### config.mk
export PLATFORM = sky130hd
export DESIGN_NAME = jk_bank_arbiter
export DESIGN_NICKNAME = d
export VERILOG_FILES = /design/src/rtl/jk_bank_arbiter.sv
export SDC_FILE = /design/constraint.sdc
export NUM_CORES = 1
export LEC_CHECK = 0
export BUFFER_PORTS_ARGS = -buffer_cell sky130_fd_sc_hd__buf_2
export CAP_MARGIN = 20
export CELL_PAD_IN_SITES_DETAIL_PLACEMENT = 1
export CELL_PAD_IN_SITES_GLOBAL_PLACEMENT = 1
export CORE_UTILIZATION = 40
export CTS_CLUSTER_DIAMETER = 100
export CTS_CLUSTER_SIZE = 8
export DETAILED_ROUTE_END_ITERATION = 16
export GPL_TIMING_DRIVEN = 0
export PLACE_DENSITY_LB_ADDON = 0.1
export RECOVER_POWER = 100
export SLEW_MARGIN = 10
export SYNTH_ARGS = -nofsm -noshare
export SYNTH_HDL_FRONTEND = slang
export SYNTH_SLANG_ARGS = --single-unit
### constraint.sdc
create_clock -name clk -period 1.9 [get_ports clk]
set_clock_uncertainty 0.1 [all_clocks]
set_input_delay 0.285 -clock clk [delete_from_list [all_inputs] [get_ports clk]]
set_output_delay 0.285 -clock clk [all_outputs]
set_load 0.005 [all_outputs]
### src/rtl/jk_bank_arbiter.sv
// rtl/jk_bank_arbiter.sv - round-robin arbiter sequencing two requesters' JK operations into a shared bank
// Optional macro JK_ARB_FIXED_PRIO_EN: requester 0 always wins ties and no round-robin pointer is kept.
module jk_bank_arbiter #(
    parameter int N  = 8,
    parameter int IW = $clog2(N)
) (
    input  logic          clk,
    input  logic          rst,
    input  logic [1:0]    req,
    input  logic [1:0]    op0,
    input  logic [IW-1:0] idx0,
    input  logic [1:0]    op1,
    input  logic [IW-1:0] idx1,
    output logic [1:0]    ack,
    output logic          busy,
    output logic [N-1:0]  j,
    output logic [N-1:0]  k,
    output logic [N-1:0]  q
);
    typedef enum logic [1:0] {S_IDLE, S_DRIVE, S_ACK} state_t;

    state_t        state;
    logic          winner;
    logic          pick1;
    logic [1:0]    sel_op;
    logic [IW-1:0] sel_idx;
    logic [N-1:0]  sel_mask;

`ifdef JK_ARB_FIXED_PRIO_EN
    assign pick1 = req[1] & ~req[0];
`else
    logic last;
    // On a tie, the requester not granted last time wins.
    assign pick1 = req[1] & (~req[0] | ~last);
`endif

    assign sel_op  = pick1 ? op1 : op0;
    assign sel_idx = pick1 ? idx1 : idx0;

    // Out-of-range indices (N not a power of two) select no bit at all.
    always_comb begin
        sel_mask = '0;
        for (int i = 0; i < N; i++) begin
            sel_mask[i] = (sel_idx == IW'(i));
        end
    end

    always_ff @(posedge clk or negedge rst) begin
        if (!rst) begin
            state  <= S_IDLE;
            winner <= 1'b0;
            ack    <= 2'b00;
            busy   <= 1'b0;
            j      <= '0;
            k      <= '0;
            q      <= '0;
`ifndef JK_ARB_FIXED_PRIO_EN
            last   <= 1'b1;
`endif
        end else begin
            // j/k are zero outside DRIVE, so the bank only moves on the DRIVE->ACK edge.
            q <= (j & ~q) | (~k & q);
            case (state)
                S_IDLE: begin
                    if (|req) begin
                        state  <= S_DRIVE;
                        busy   <= 1'b1;
                        winner <= pick1;
                        j      <= sel_op[1] ? sel_mask : '0;
                        k      <= sel_op[0] ? sel_mask : '0;
`ifndef JK_ARB_FIXED_PRIO_EN
                        last   <= pick1;
`endif
                    end
                end
                S_DRIVE: begin
                    state <= S_ACK;
                    j     <= '0;
                    k     <= '0;
                    ack   <= winner ? 2'b10 : 2'b01;
                end
                S_ACK: begin
                    state <= S_IDLE;
                    ack   <= 2'b00;
                    busy  <= 1'b0;
                end
                default: begin
                    state <= S_IDLE;
                    ack   <= 2'b00;
                    busy  <= 1'b0;
                    j     <= '0;
                    k     <= '0;
                end
            endcase
        end
    end
endmodule

== Word-level counts from Yosys, hierarchy flattened ==
Cells that the tools add are included.
Storage, ports and cells
  register bits: 31
  output and inout port bits: 27
  logic and storage cells: 49
Operators by class
  equal/unequal tests: 10
  muxes and demuxes: 14
  bitwise logic cells: 11
  reductions and logical operators: 6
Operator list (count)
  8-bit 2-to-1 mux: 4
  8-bit one-hot mux with 2 select lines: 2
  8-bit AND: 2
  8-bit inverter: 2
  3-bit == test, second input constant: 4
  8-bit OR: 1
  2-bit one-hot mux with 2 select lines: 2
  3-bit by 2-bit == test with 1-bit output, second input constant: 2
  2-bit 2-to-1 mux: 3
  2-bit AND reduction: 3
  1-bit inverter: 4
  3-bit by 1-bit == test with 1-bit output, second input constant: 1
  3-bit logical NOT: 1
  3-bit 2-to-1 mux: 1
  2-bit by 1-bit == test with 1-bit output, second input constant: 1
  2-bit == test, second input constant: 1
  2-bit logical NOT: 1
  2-bit inequality test, second input constant: 1
  1-bit one-hot mux with 2 select lines: 1
  2-bit OR reduction: 1
  1-bit AND: 1
  1-bit 2-to-1 mux: 1
  1-bit OR: 1

== Depth between registers and ports, before layout ==
Gate-level depths: netlist (run 1).
  depth after elaboration: 8
  gate-level depth with buffers: 5
  gate-level depth less buffers: 4

== Worst setup path before layout (run 1) ==
OpenSTA, ideal clock, no wires.
  path type: register -> register
  start point: reg last
  end point: reg k[1]
  library setup time: 131 ps
  data arrival time: 1146 ps
  required time: 1669 ps
  path slack: 523 ps
  cell stages (with the launch flop): 6
  buffers on the path: 2
  period minus slack after synthesis: 1377 ps
  path through: dfstp_2 > a21bo_1 > buf_6 > buf_12 > mux2i_1 > o2bb2ai_1
On the way
  cells in the longest elaborated chain, start to end: 8
  elaborated cells between the ends (all ways): 9
RTL lines
  start: declaration: RTL line 32  | logic last;
  start signal: assignment: RTL line 72  | last <= pick1;
  1-bit inverter *: RTL line 34  | assign pick1 = req[1] & (~req[0] | ~last);
  1-bit OR *: RTL line 34
  1-bit AND *: RTL line 34
  3-bit 2-to-1 mux: RTL line 38  | assign sel_idx = pick1 ? idx1 : idx0;
  3-bit by 1-bit == test with 1-bit output: RTL line 44  | sel_mask[i] = (sel_idx == IW'(i));
  8-bit 2-to-1 mux *: RTL line 70  | k <= sel_op[0] ? sel_mask : '0;
  8-bit 2-to-1 mux *: RTL line 65  | if (|req) begin
  8-bit one-hot mux with 2 select lines *: RTL line 63  | case (state)
  end signal: assignment: RTL line 70
  end: declaration: RTL line 17  | output logic [N-1:0] k,
Every way passes the cells marked *; elsewhere a longest branch is shown, timed or not. The select of a mux whose other input is x is not followed.
A chain may end at the register's enable or synchronous reset.

== Worst setup path in the final report (run 1) ==
  start point: reg last
  end point: reg k[2]
On the way
  cells in the longest elaborated chain, start to end: 8
  elaborated cells between the ends (all ways): 9
RTL lines (RTL line)
  1-bit inverter *: 34
  1-bit OR *: 34
  1-bit AND *: 34
  3-bit 2-to-1 mux: 38
  3-bit by 2-bit == test with 1-bit output: 44
  8-bit 2-to-1 mux *: 70
  8-bit 2-to-1 mux *: 65
  8-bit one-hot mux with 2 select lines *: 63
Marks and branches as above.

==> results of run 1 <==
[critical path, delay by kind of cell (launching register included)]
kind,cells,cell delay [ns]
muxes,1,0.22
DFF,1,0.56
buffers and inverters,2,0.43
AOI/OAI and AO/OA,2,0.23
[path summary, 6_finish.rpt]
check	start	to
min in group asynchronous	rst	winner$_DFFE_PN0P_
max	last$_DFFE_PN1P_	k[2]$_DFFE_PN0P_
max in group asynchronous	rst	k[0]$_DFFE_PN0P_
min	req[0]	last$_DFFE_PN1P_
max reg2reg	last$_DFFE_PN1P_	k[2]$_DFFE_PN0P_
min reg2reg	q[4]$_DFF_PN0_	q[4]$_DFF_PN0_
[cell usage in the layout, fill, tap and decap left out, types with 2 or more instances in the layout]
master	instances
nand3b_1	3
buf_2	31
nor4b_1	3
inv_1	10
o21ai_0	2
nor2_1	5
a21oi_1	2
a22o_1	9
nand4b_1	9
o2bb2ai_1	8
nor4bb_1	9
nand4_1	3
clkbuf_2	2
clkbuf_8	6
mux2i_1	25
nor3b_1	3
clkbuf_1	15
dfrtp_1	30
[layer usage]
layer | up-vias | GRT usage (%) | wire length, um
met5 | - | 0 | 0
met4 | 0 | 5.585 | 46
met3 | 4 | 4.138 | 147
met2 | 29 | 33.16 | 1988
met1 | 672 | 25.70 | 1759
li1 | 640 | - | -
[metrics by stage]
stage | area, um2 | util [%] | std cells | power (uW) | worst slack [ns]
2_1_floorplan | 1660 | - | 143 | 1471 | 0.5228
3_3_place_gp | 1923 | 48.08 | 233 | 1736 | 0.3564
3_5_place_dp | 1923 | 48.08 | 233 | 1794 | 0.3499
4_1_cts | 2021 | 50.52 | 241 | 2316 | 0.3397
5_1_grt | 1997 | 49.92 | 241 | 2407 | 0.1198
6_report | 1997 | 49.92 | 241 | 2245 | 0.2174
[registers in the layout, summed over array words and instances, names as in the netlist]
signal,count
state,2
j,8
winner,1
busy,1
q,8
k,8
ack,2
last,1
[final cells by class]
| cell class | count | area share, % |
|---|---|---|
| Buffer | 10 | 3.383 |
| Clock buffer | 6 | 4.135 |
| Clock inverter | 1 | 0.2506 |
| Inverter | 10 | 1.880 |
| Multi-Input combinational cell | 92 | 38.53 |
| Sequential cell | 31 | 38.91 |
| Tap cell | 50 | 3.133 |
| Timing Repair Buffer | 41 | 9.774 |
[timing repair]
action / in CTS / in global routing
hold buffers: 1 / 0
setup buffers: 0 / 0
endpoints found under the hold margin: 30 / 0
[kinds of logic (layout without fill, tap and decap cells)]
kind of cell    after synthesis  after routing  synth area share (%)
buf+inv                      20             68                 6.706
flops                        31             31                 46.80
mux                          25             25                 15.07
compound gates               27             27                 12.96
simple gates                 40             40                 18.46
[power by group through the flow]
| stage | Sequential [uW] | Combinational [uW] | Clock (uW) |
|---|---|---|---|
| floorplan | 1010 | 456 | 0 |
| global placement | 1010 | 730 | 0 |
| detailed placement | 1030 | 765 | 0 |
| CTS | 1020 | 767 | 531 |
| global route | 1040 | 811 | 553 |
| finish | 1010 | 724 | 511 |
==> flow_summary.json, run 1 <==
{
  "status": "finished clean",
  "antenna_cells": 0,
  "cts-htree-levels": 2,
  "root_buffer": "clkbuf_8",
  "worstPathMaxFanout": 10,
  "drt_first_iter_violations": 57,
  "hold_viol_final": 0,
  "synth_cell_types": 32,
  "ys_ff_latch": 31,
  "post-route-drc-count": 0,
  "crit_slowest_cell": "dfstp_1",
  "grt_pass1_wl_mm": 6.403,
  "crit_chain": "a21bo_1 > clkbuf_2 > buf_12 > mux2i_1 > o2bb2ai_1",
  "reg2reg_slack_ns": 0.22,
  "track_usage_pct": 19.83,
  "die_h_um": 66.43,
  "start_util_pct": 41.51,
  "clock_sinks": 31,
  "cts_tree": "built",
  "p_int_uw": 1477,
  "crit_type": "reg2reg",
  "crit_arrival_ns": 1.73,
  "synth_nets": 157,
  "synth-seq-area-share_pct": 46.80,
  "cpPeakStageDelay_ns": 0.56,
  "gp_congestion": 0.7474,
  "wl_mm": 3.942,
  "ys.flop_type": "dfrtp_1",
  "fin_crit_sh_pct": 88.56,
  "grt_pass1_vias": 1312,
  "core-area_um2": 4000,
  "row_count": 23,
  "rsz0062_at_grt": "no",
  "synth_top_area_share_pct": 45.21,
  "via_count": 1345,
  "timing.setup.tns_ns": 0,
  "hp-class": "in2reg",
  "hold_slack_ns": 0.1540,
  "holdPathStages": 2,
  "setup_viol": 0,
  "vias_per_cell": 5.581,
  "synth_edf_count": 0,
  "syn_avg_cell_area_um2": 11.61,
  "synth_common_cells": "dfrtp_1 (30), mux2i_1 (25)",
  "slew_violations": 0,
  "drive_gt1_share_pct": 21.99,
  "max_slew_margin_pct": 49.46,
  "netlist_area_um2": 1660,
  "routedWlPerCell_um": 16.36,
  "antenna_found_initial": 0,
  "yosysMostFrequentCell": "dfrtp_1",
  "yosysTopAreaCell": "dfrtp_1",
  "clkPwrFrac_pct": 22.8,
  "pin_count": 41,
  "synthToLayoutAreaGrowth_pct": 20.27,
  "postSynthCellCount": 143,
  "die_w_um": 66.43,
  "worstSetupStartpointType": "flop",
  "register_area_um2": 777.0,
  "sw_frac_of_total_pct": 34.19,
  "pwr-share-seq_pct": 44.9,
  "required_ns": 1.94,
  "fillCellCount": 471,
  "cts_resized": 0,
  "vdd_drop_max_uv": 717.6,
  "clk_path_buf_depth": 2,
  "clk_pin_slew_ns": 0.06,
  "grt.overflow.total": 0,
  "reg2regPathDepth": 5,
  "drv_cap": 0,
  "dp.final_hpwl_mm": 2.995,
  "cts_buffers": 5,
  "grt_max_degree": 32,
  "clkLatencyLatePin_ns": 0.28,
  "fin_nets": 205,
  "p_leak_uw": 0.0009537,
  "p_sw_uw": 767.6,
  "ys_top_cells_by_area": "dfrtp_1 (45%), mux2i_1 (15%), nor4bb_1 (5.4%)",
  "worst_pin_slew_ns": 0.7581,
  "pwr-share-comb_pct": 32.3,
  "die_area_um2": 4412,
  "max_freq_mhz": 594.3,
  "drt-pass1-iter-count": 4,
  "ant_nets": 0,
  "multi_input_area_um2": 769.5,
  "port_buffers": 40,
  "cp-end-kind": "flop",
  "yosys_warnings": 0,
  "power.density_nw_per_um2": 1124,
  "fin_crit_ns": 1.683,
  "async_flop_share_pct": 100.0
}
Power figures use the tool's default switching activity.
==> run 2: changes to the inputs <==
--- a/config.mk
+++ b/config.mk
@@ -14,7 +14,7 @@
 export CTS_CLUSTER_SIZE = 8
 export DETAILED_ROUTE_END_ITERATION = 16
 export GPL_TIMING_DRIVEN = 0
-export PLACE_DENSITY_LB_ADDON = 0.1
+export PLACE_DENSITY = 0.86
 export RECOVER_POWER = 100
 export SLEW_MARGIN = 10
 export SYNTH_ARGS = -nofsm -noshare
==> run 2 against run 1 <==
Compared with the run above: global-route usage grew 1.9 points; non-clock buffer count is the same; design area grew 1.4%; maximum frequency shrank 1.6%; total power grew 8.1%; clock power grew 32%; count of clock-buffer cells in the layout is the same; combinational power grew 2%; routed wire length grew 6.9%; register-to-register slack lost 0.03 ns; flip-flop and latch count is the same; critical path type unchanged.
==> flow_summary.json, run 2 (synthesis results as in run 1) <==
{
  "cts_buffers": 5,
  "max_freq_mhz": 584.6,
  "via_count": 1339,
  "hp-class": "in2reg",
  "setup_viol": 0,
  "grt_pass1_vias": 1375,
  "clk_pin_slew_ns": 0.07,
  "track_usage_pct": 21.70,
  "ant_nets": 0,
  "drive_gt1_share_pct": 21.88,
  "vdd_drop_max_uv": 658.2,
  "start_util_pct": 41.51,
  "dp.final_hpwl_mm": 3.140,
  "die_area_um2": 4412,
  "clock_sinks": 31,
  "required_ns": 1.96,
  "hold_viol_final": 0,
  "setup_ws_ns": 0.1895,
  "vias_per_cell": 5.533,
  "fillCellCount": 458,
  "post-cts-setup-buffers": 0,
  "pre_cts_ws_ns": 0.2975,
  "cts-htree-levels": 2,
  "fin_crit_ns": 1.711,
  "drv_cap": 0,
  "dp.cells": 233,
  "crit_type": "reg2reg",
  "timing.setup.tns_ns": 0,
  "pin_count": 41,
  "routedWlPerCell_um": 17.41,
  "clk_path_buf_depth": 2,
  "wl_mm": 4.214,
  "register_area_um2": 777.0,
  "final_cell_mix": "dfrtp_1 (30), buf_2 (29), mux2i_1 (25)",
  "root_buffer": "clkbuf_8",
  "worstSetupStartpointType": "flop",
  "status": "finished clean",
  "grt_max_degree": 32,
  "rsz0062_at_grt": "no",
  "post-route-drc-count": 0,
  "gp_congestion": 0.8456,
  "multi_input_area_um2": 769.5,
  "cts_tree": "built",
  "row_count": 23,
  "drt-pass1-iter-count": 4,
  "final_util_pct": 50.61,
  "die_w_um": 66.43,
  "p_leak_uw": 0.0009579,
  "die_h_um": 66.43,
  "worstPathMaxFanout": 10,
  "fin_nets": 205,
  "synthToLayoutAreaGrowth_pct": 21.93,
  "crit_arrival_ns": 1.77,
  "largestRegisters": "j (8), k (8), q (8)",
  "grt.overflow.total": 0,
  "drt_first_iter_violations": 34,
  "worst_pin_slew_ns": 0.7387,
  "clkLatencyLatePin_ns": 0.29,
  "max_slew_margin_pct": 50.76,
  "final_common_cell": "dfrtp_1",
  "core-area_um2": 4000,
  "antenna_cells": 0,
  "cp-end-kind": "flop",
  "grt_pass1_wl_mm": 6.927,
  "fin_crit_sh_pct": 90.03,
  "power.density_nw_per_um2": 1199,
  "finalNonFillerCells": 242,
  "antenna_found_initial": 0,
  "slew_violations": 0,
  "port_buffers": 40
}
run 2: cell types whose count changed in the layout (fill, tap and decap cells not counted):
cell	before	now
dfstp_2	0	1
buf_2	31	29
dfstp_1	1	0
clkbuf_1	15	17
bufinv_16	0	1
run 2: what timing repair did:
item                       4_1_cts  5_1_grt
gates resized for setup          0        0
setup endpoints to repair        0        0
hold endpoints to repair        30        0
hold buffers                     1        0
run 2: stage by stage:
stage | instance area (um2) | power, uW | hold WS (ns)
2_1_floorplan | 1660 | 1471 | -0.1106
3_3_place_gp | 1923 | 1729 | 0.2397
3_5_place_dp | 1923 | 1796 | 0.2646
4_1_cts | 2051 | 2481 | 0.1329
5_1_grt | 2024 | 2569 | 0.1516
6_report | 2024 | 2427 | 0.1362
run 2: path summary, 6_finish.rpt:
| check | from | to | slack (ns) | cells past startpoint |
|---|---|---|---|---|
| max in group asynchronous | rst | k[4]$_DFFE_PN0P_ | 0.74 | 2 |
| worst max register to register | last$_DFFE_PN1P_ | j[1]$_DFFE_PN0P_ | 0.19 | 5 |
| worst min-delay path | req[0] | last$_DFFE_PN1P_ | 0.14 | 2 |
| worst min register to register | q[3]$_DFF_PN0_ | q[3]$_DFF_PN0_ | 0.37 | 1 |
| worst max-delay path | last$_DFFE_PN1P_ | j[1]$_DFFE_PN0P_ | 0.19 | 5 |
| min in group asynchronous | rst | q[7]$_DFF_PN0_ | 0.50 | 2 |
run 2: layout make-up:
type | count | share of cell area, %
clock buffer | 6 | 4.079
timing repair buffer | 41 | 9.518
multi-input combinational | 92 | 38.01
clock inverter | 2 | 1.731
sequential | 31 | 38.38
inverter | 10 | 1.854
buffer | 10 | 3.337
tap | 50 | 3.090
run 2: critical path, stage by stage, from the launching register on:
cell	delay [ns]
dfstp_2	0.56
a21bo_1	0.11
clkbuf_2	0.26
buf_12	0.19
mux2i_1	0.27
o2bb2ai_1	0.09
run 2: power by group:
group          switching [uW]  total, uW  internal (uW)
Combinational             397        738            341
Sequential                158       1010            856
Clock                     251        674            424
Total                     805       2430           1620
run 2: layer usage:
layer,global-route usage (%),routed length (um)
met2,37.50,2217
met3,6.379,203
met4,8.777,67
met5,0,0
met1,24.86,1726
==> run 3: changes to the inputs <==
--- a/config.mk
+++ b/config.mk
@@ -9,13 +9,13 @@
 export CAP_MARGIN = 20
 export CELL_PAD_IN_SITES_DETAIL_PLACEMENT = 1
 export CELL_PAD_IN_SITES_GLOBAL_PLACEMENT = 1
-export CORE_UTILIZATION = 40
+export CORE_UTILIZATION = 41
 export CTS_CLUSTER_DIAMETER = 100
 export CTS_CLUSTER_SIZE = 8
 export DETAILED_ROUTE_END_ITERATION = 16
 export GPL_TIMING_DRIVEN = 0
-export PLACE_DENSITY = 0.86
-export RECOVER_POWER = 100
+export PLACE_DENSITY = 0.88
+export RECOVER_POWER = 50
 export SLEW_MARGIN = 10
 export SYNTH_ARGS = -nofsm -noshare
 export SYNTH_HDL_FRONTEND = slang
==> run 3 against run 2 <==
Compared with the run above: maximum frequency up 5.3%; routed wire length down 9.2%; first-iteration DRC count up 88%; largest cell class unchanged; largest power group unchanged; clock power down 29%; count of clock-buffer cells in the layout up 1; register-to-register slack better by 0.09 ns; total power down 8.0%; critical path depth down 1; highest routed layer unchanged.
==> flow_summary.json, run 3 (synthesis results as in run 1) <==
{
  "cp-end-kind": "flop",
  "vias_per_cell": 5.633,
  "grt_pass1_wl_mm": 6.782,
  "holdPathStages": 2,
  "start_util_pct": 44.03,
  "crit_arrival_ns": 1.74,
  "crit_type": "reg2reg",
  "cts_resized": 0,
  "timing.setup.tns_ns": 0,
  "post-cts-setup-buffers": 0,
  "fin_crit_sh_pct": 85.46,
  "fin_nets": 205,
  "grt_pass1_vias": 1406,
  "max_freq_mhz": 615.9,
  "fin_crit_ns": 1.624,
  "gp_congestion": 0.9171,
  "hold_buffers": 1,
  "row_count": 22,
  "track_usage_pct": 21.13,
  "drt_first_iter_violations": 64,
  "ant_nets": 0,
  "pin_count": 41,
  "drive_gt1_share_pct": 25.00,
  "reg2regPathDepth": 4,
  "final_util_pct": 53.05,
  "final_cell_mix": "buf_2 (36), dfrtp_1 (30), mux2i_1 (25)",
  "routedWlPerCell_um": 15.94,
  "p_leak_uw": 0.0009687,
  "largestRegisters": "j (8), k (8), q (8)",
  "via_count": 1352,
  "cts_tree": "built",
  "critPathTopFamily": "flip-flops",
  "power.density_nw_per_um2": 1116,
  "core-area_um2": 3771,
  "clk_path_buf_depth": 2,
  "drt-pass1-iter-count": 4,
  "die_h_um": 65.64,
  "final_common_cell": "buf_2",
  "reg2reg_to": "j[7]$_DFFE_PN0P_",
  "required_ns": 2.02,
  "root_buffer": "clkbuf_8",
  "reg2reg_slack_ns": 0.28,
  "rsz0062_at_grt": "no",
  "die_area_um2": 4308,
  "crit_chain": "nor2_1 > o21ai_1 > inv_2 > a22o_1",
  "die_w_um": 65.64,
  "clk_pin_slew_ns": 0.06,
  "setup_viol": 0,
  "clock_sinks": 31,
  "max_slew_margin_pct": 50.85,
  "crit_buf_inv": 1,
  "antenna_cells": 0,
  "slew_violations": 0,
  "port_buffers": 40,
  "drv_cap": 0,
  "grt_max_degree": 32,
  "worst_pin_slew_ns": 0.7373,
  "hold_viol_final": 0,
  "wl_mm": 3.826,
  "vdd_drop_max_uv": 704.9,
  "grt.overflow.total": 0,
  "post-route-drc-count": 0,
  "dp.final_hpwl_mm": 2.886,
  "hp-class": "in2reg",
  "status": "finished clean",
  "cpPeakStageDelay_ns": 0.45,
  "crit_slowest_cell": "dfrtp_1",
  "r2r_start": "state[1]$_DFFE_PN0P_",
  "clkLatencyLatePin_ns": 0.28,
  "antenna_found_initial": 0,
  "worstSetupStartpointType": "flop",
  "hold_start": "req[0]",
  "cts_buffers": 5,
  "synthToLayoutAreaGrowth_pct": 20.50,
  "min_to": "last$_DFFE_PN1P_",
  "cts-htree-levels": 2,
  "worstPathMaxFanout": 7
}
run 3: cell count changes in the layout (fill, tap and decap cells not counted):
cell       change
buf_2          +7
clkbuf_1       -5
buf_6          +1
bufinv_16      -1
clkbuf_2       -1
clkbuf_8       -1
inv_1          -1
inv_2          +1
run 3: metrics by stage:
stage | hold slack [ns] | setup WS (ns) | instances | instance area (um2) | total power (uW)
2_1_floorplan | -0.1106 | 0.5228 | 143 | 1660 | 1471
3_3_place_gp | 0.2426 | 0.3642 | 231 | 1921 | 1733
3_5_place_dp | 0.2615 | 0.3029 | 231 | 1921 | 1781
4_1_cts | 0.1302 | 0.2660 | 240 | 2012 | 2280
5_1_grt | 0.1451 | 0.09049 | 240 | 2001 | 2395
6_report | 0.1443 | 0.2763 | 240 | 2001 | 2232
run 3: cell type report:
type,instances,area [um2]
inverters,10,37.54
plain buffers,10,73.82
multi-input cells,92,769.5
flip-flops and latches,31,777.0
well taps,48,60.06
fillers,450,1770
clock inverters,1,5.005
repair buffers,41,201.4
clock buffers,7,76.32
run 3: worst max-delay path by stage:
stage,start,to,slack (ns),depth (start not counted)
after global placement,last$_DFFE_PN1P_,k[2]$_DFFE_PN0P_,0.36,3
after CTS,last$_DFFE_PN1P_,k[2]$_DFFE_PN0P_,0.27,3
final,state[1]$_DFFE_PN0P_,j[7]$_DFFE_PN0P_,0.28,4
after floorplan,last$_DFFE_PN1P_,k[1]$_DFFE_PN0P_,0.52,5
after global routing,state[1]$_DFFE_PN0P_,k[2]$_DFFE_PN0P_,0.09,3
after detailed placement,last$_DFFE_PN1P_,k[2]$_DFFE_PN0P_,0.30,3
run 3: report_power, final:
group          switching [uW]  internal (uW)
clock                     225            256
combinational             390            354
sequential                150            857
run 3: worst reg2reg max path, stage by stage (launching register included):
cell and delay, ns:
dfrtp_1 0.45, nor2_1 0.39, o21ai_1 0.30, inv_2 0.18
a22o_1 0.14
run 3: routing by layer:
| metal | track usage [%] | up-vias | wire (um) |
|---|---|---|---|
| met4 | 7.609 | 0 | 55 |
| li1 | - | 633 | - |
| met2 | 35.84 | 44 | 1943 |
| met5 | 0 | - | 0 |
| met3 | 5.208 | 7 | 210 |
| met1 | 25.69 | 668 | 1617 |
